File: config.mk
export PLATFORM = sky130hd
export DESIGN_NAME = fetch_stage
export DESIGN_NICKNAME = d
export VERILOG_FILES = /design/src/rtl/fetch_stage.sv
export SDC_FILE = /design/constraint.sdc
export NUM_CORES = 1
export LEC_CHECK = 0
export ABC_AREA = 0
export CORE_UTILIZATION = 48
export DETAILED_ROUTE_END_ITERATION = 6
export GPL_ROUTABILITY_DRIVEN = 0
export PLACE_DENSITY = 0.85
export REMOVE_ABC_BUFFERS = 1
export SKIP_LAST_GASP = 1
export SLEW_MARGIN = 20
export SYNTH_ARGS = -nofsm -noshare
export SYNTH_HDL_FRONTEND = slang
export SYNTH_SLANG_ARGS = --single-unit
File: constraint.sdc
create_clock -name clk -period 2.99 [get_ports clk]
set_input_delay 0.598 -clock clk [delete_from_list [all_inputs] [get_ports clk]]
set_output_delay 0.598 -clock clk [all_outputs]
set_load 0.03 [all_outputs]
File: src/rtl/fetch_stage.sv
// Instruction-fetch stage of the pipelined RV32I core: owns PC_F, issues the
// instruction-memory request and registers instruction, PC and PC+4 into IF/ID.
module fetch_stage #(
  parameter int                XLEN     = 32,
  parameter logic [XLEN-1:0]   RESET_PC = '0,
  parameter logic [31:0]       NOP      = 32'h0000_0013
) (
  input  logic            clk,
  input  logic            rst_n,
  input  logic            stall_f,
  input  logic            stall_d,
  input  logic            flush_d,
  input  logic            pc_src_e,
  input  logic [XLEN-1:0] pc_target_e,
  output logic            imem_req,
  output logic [XLEN-1:0] imem_addr,
  input  logic [31:0]     imem_rdata,
  input  logic            imem_ready,
  output logic [31:0]     instr_d,
  output logic [XLEN-1:0] pc_d,
  output logic [XLEN-1:0] pc_plus4_d,
  output logic            valid_d
);

  logic [XLEN-1:0] pc_p0;
  logic [XLEN-1:0] pc_plus4_p0;
  logic [XLEN-1:0] pc_next_p0;
  logic            fetch_ok_p0;

  assign pc_plus4_p0 = pc_p0 + XLEN'(4);
  assign imem_addr   = pc_p0;
  assign imem_req    = rst_n & ~stall_f & ~pc_src_e;
  assign fetch_ok_p0 = ~stall_f & imem_ready;

  // Redirect beats stall; a miss retries the same address.
  always_comb begin
    pc_next_p0 = pc_p0;
    if (pc_src_e)
      pc_next_p0 = {pc_target_e[XLEN-1:2], 2'b00};
    else if (fetch_ok_p0)
      pc_next_p0 = pc_plus4_p0;
  end

  always_ff @(posedge clk or negedge rst_n) begin
    if (!rst_n)
      pc_p0 <= RESET_PC;
    else
      pc_p0 <= pc_next_p0;
  end

  // ---- IF/ID boundary ----
  // imem_rdata is only captured on a real fetch, so X during a miss never lands here.
  always_ff @(posedge clk or negedge rst_n) begin
    if (!rst_n) begin
      instr_d    <= NOP;
      pc_d       <= '0;
      pc_plus4_d <= '0;
      valid_d    <= 1'b0;
    end else if (flush_d || pc_src_e) begin
      instr_d    <= NOP;
      pc_d       <= '0;
      pc_plus4_d <= '0;
      valid_d    <= 1'b0;
    end else if (stall_d) begin
      instr_d    <= instr_d;
      pc_d       <= pc_d;
      pc_plus4_d <= pc_plus4_d;
      valid_d    <= valid_d;
    end else if (!fetch_ok_p0) begin
      instr_d    <= NOP;
      pc_d       <= '0;
      pc_plus4_d <= '0;
      valid_d    <= 1'b0;
    end else begin
      instr_d    <= imem_rdata;
      pc_d       <= pc_p0;
      pc_plus4_d <= pc_plus4_p0;
      valid_d    <= 1'b1;
    end
  end

endmodule

Word level (Yosys, flattened, before mapping)
Cells that the tools add are included.
{ "totals": {"regBits": 129, "input_bits": 71, "out_inout_bits": 130} }
{ "classes": {"n_addsub": 1, "eq_ne": 1, "mux": 14, "bitwise_logic": 5, "n_reduce_logical": 2} }
{ "ops": {"columns": ["op", "count"], "rows": [
  ["32-bit 2-to-1 mux", 11],
  ["32-bit by 3-bit adder with 32-bit output (second input constant)", 1],
  ["1-bit AND", 3],
  ["1-bit 2-to-1 mux", 3],
  ["2-bit by 1-bit != test with 1-bit output (second input constant)", 1],
  ["1-bit NOT", 2],
  ["2-bit nonzero test", 1],
  ["1-bit logical OR", 1]
]} }

Depth between registers and ports, before layout
Gate-level depths: netlist of the first run.
{ "logic_depth": {"depth_word": 5, "depth_mapped": 7} }

Worst setup path before layout of the first run
OpenSTA, ideal clock, no wires.
{ "synth_path": {"path_kind": "input port to output port", "startpoint": "in pc_src_e", "endpoint": "out imem_req", "arrival_time_ps": 1730, "slack_ps": 662, "path_stages": 3, "path_buffers": 2, "path_cell_list": "clkbuf_1 > buf_1 > nor3b_1"} }
{ "synth_via": {"elab_chain_cells": 2} }
{ "synth_rtl": {"columns": ["element", "line_no", "source"], "rows": [
  ["from (decl)", "13", "input logic pc_src_e,"],
  ["1-bit NOT", "32", "assign imem_req = rst_n & ~stall_f & ~pc_src_e;"],
  ["1-bit AND", "32", null],
  ["to (decl)", "15", "output logic imem_req,"]
]} }
Every way passes these cells.

Worst setup path after layout of the first run
{ "layout_path": {"startpoint": "in stall_f", "endpoint": "out imem_req"} }
{ "layout_via": {"elab_chain_cells": 3} }
{ "layout_rtl": {"columns": ["element", "line_no", "source"], "rows": [
  ["from (decl)", "10", "input logic stall_f,"],
  ["1-bit NOT", "32", null],
  ["1-bit AND (2 in series)", "32", null]
]} }
Every way passes these cells.

==> qor.txt, run 1 <==
status: completed
# resized after CTS: 0
area of the die: 0.0120 sq mm
Post-Layout Cell Count: 837
Data arrival, critical path: 1990 ps
min Tclk post-route: 2580 ps
CP required: 2390 ps
RSZ-0062 raised after global routing: no
Leakage: 3.41 nW
post-DR vias/cell: 5.57
most frequent cells in the layout: clkdlybuf4s50_1, dfrtp_1, nand2_1, a22o_1, xor2_1
Multi-input gate area: 0.00222 sq mm
Post-CTS Hold Buffers: 0
crit-path max FO: 3
area of the core: 0.0110 sq mm
Tightest Pin Transition: 745 ps
Final ANT Viol Nets: 0
Synth-to-Final Area Change: 47.2%
Clk Latency, worst-skew pair: 410 ps
GR Util All Layers: 27.3%
Rel. slew slack: 50.4%
syn avg cell area: 10.9 sq um
Fillers: 738
I/O pins: 201
H-tree Lvls: 4
Starting DRT DRC Count: 233
Fmax achieved: 0.387 GHz
dominant cell type by area after synthesis: dfrtp_1
share of the synthesized area in the top cell type: 54.7%
register area: 0.00311 sq mm
Placed Cells: 805
number of max-cap violations: 0
n_diodes: 0
total CTS buffers: 17
vias in the first global route: 4660
met2 Usage GRT: 45.1%
crit start category: primary input
DRC: 0
Clock Root Buffer: clkbuf_16
Die Wd: 109 um
reg2reg end: pc_plus4_d[25]$_DFFE_PN0P_
initial antenna violation count: 0
Post-CTS Setup Bufs: 0
Post-synth EDFFs: 0
Final Hold Fails: 0
share of cells above drive strength 1: 8.18%
Worst R2R Setup Slack: 860 ps
Max clock buf depth: 2
asr flop ratio synth: 100%
CTS tree: yes
Distinct cells, synth: 37
reg2reg path depth: 5
yosys warns: 0
Synth area leaders: dfrtp_1, a22o_1, xor2_1, nand2_1, o21ai_1
Via Count: 4663
Critical Path Sink Type: output port
Top FF cell, synth: dfrtp_1
final WL: 15400 um
fin nets: 756
max-slew violation count: 0
Synth Instances: 508
sequential share of the synthesized area: 56.1%
synthesized area: 0.00554 sq mm
total power: 4.41 mW
Tcrit/Tclk final: 86.4%
pwr/cell area: 541 mW/mm^2
pin count of the biggest net entering global routing: 125
drt first pass iters: 4
skew final: 6.01 ps
WL/cell: 18.4 um
CTS clk-pin slew, worst paths: 60 ps
GRT overflow: 0
DP HPWL: 10100 um
worst min path class: in2async
Rows: 38
grt peak-use layer: met2
port bufs: 196
commonest non-fill, non-tap cell in the layout: clkdlybuf4s50_1
Worst R2R Start: imem_addr[12]$_DFFE_PN0N_
flip-flop and latch count after synthesis: 124
Finish-stage setup viols: 0
global-route wire length before repair: 24400 um
GR Util met3: 8.06%
Die Span Y: 109 um
Setup CP Type: in2out
Global Route met1 Usage: 34.1%
Worst VDD drop: 0.316 mV
clk sink count: 124
Starting Density: 50.2%
[sequential cells by signal, summed over array words and instances, names as in the netlist]
| register | count |
|---|---|
| imem_addr | 30 |
| instr_d | 32 |
| pc_d | 31 |
| pc_plus4_d | 30 |
| valid_d | 1 |
[worst max path at each step]
stage	start	endpoint	slack (ps)
after floorplan	stall_f	instr_d[10]$_DFFE_PN0P_	-1000
after global routing	stall_f	imem_req	370
final	stall_f	imem_req	410
after detailed placement	stall_f	imem_req	390
after global placement	stall_f	imem_req	450
after CTS	stall_f	imem_req	380
[metal layers]
layer / part of all wire [%] / wire length [um]
met4: 1.4 / 223
met3: 7.6 / 1170
met2: 49 / 7500
met1: 42 / 6530
met5: 0 / 0
[worst max-delay path, stage by stage]
cell and delay [ps]:
clkdlybuf4s50_1 440, nor3b_1 230, clkdlybuf4s50_1 710
[through the flow]
stage          util [%]  TNS, ps  worst slack [ps]  instance area [sq um]  hold WS, ps
2_1_floorplan         -   -63110             -1000                   5310          302
3_3_place_gp       68.6        0               451                   7560          463
3_5_place_dp       68.6        0               391                   7560          467
4_1_cts            73.9        0               381                   8160          349
5_1_grt            73.9        0               366                   8160          359
6_report           73.9        0               407                   8160          224
[where the power goes]
part	switching [mW]	internal, mW
logic	0.282	0.244
clock network	0.715	1.33
registers	0.108	1.73
total	1.11	3.31
[cells by family (layout without fill, tap and decap cells)]
family                   Yosys count  count (layout)  synth area share, %
AO/OA/AOI/OAI                    122             122                 15.6
multiplexers                       1               1                0.181
flip-flops                       124             124                 56.1
buffers and inverters             51             239                 4.27
AND/OR/NAND/NOR                  151             151                 14.6
XOR/XNOR                          57              57                 9.01
adder cells (fa/ha/maj)            1               1                0.226
other                              1               2               0.0677
[synthesized netlist by cell type (2+ instances only)]
cell      count
o21ai_0      19
nor4_4        3
nor2b_1       2
a22o_1       63
nand3_2       2
nor3_1        5
and3_1        4
dfrtp_1     121
and4_1        4
nand3_1      17
nor4_1        2
xor2_1       38
o22a_1        3
nand2_1      77
nand4b_1      2
xnor2_1      19
clkbuf_1     24
buf_2        20
nor2_1        9
o21ai_1      36
nand4_1      16
dfstp_2       3
buf_4         5
[final cells by class]
cell class	instances	area share, %
multi-input cells	334	27.2
flip-flops and latches	124	38.1
well taps	140	2.15
repair buffers	207	25.3
clock buffers	25	6.20
clock inverters	7	1.04
(Power assumes the default switching activity.)
==> inputs of run 2 (changes only) <==
--- a/config.mk
+++ b/config.mk
@@ -7,6 +7,7 @@
 export LEC_CHECK = 0
 export ABC_AREA = 0
 export CORE_UTILIZATION = 48
+export CTS_CLUSTER_DIAMETER = 50
 export DETAILED_ROUTE_END_ITERATION = 6
 export GPL_ROUTABILITY_DRIVEN = 0
 export PLACE_DENSITY = 0.85
==> results of run 2 <==
Same layout as run 1: the final DEF is identical, and so are final timing and power.
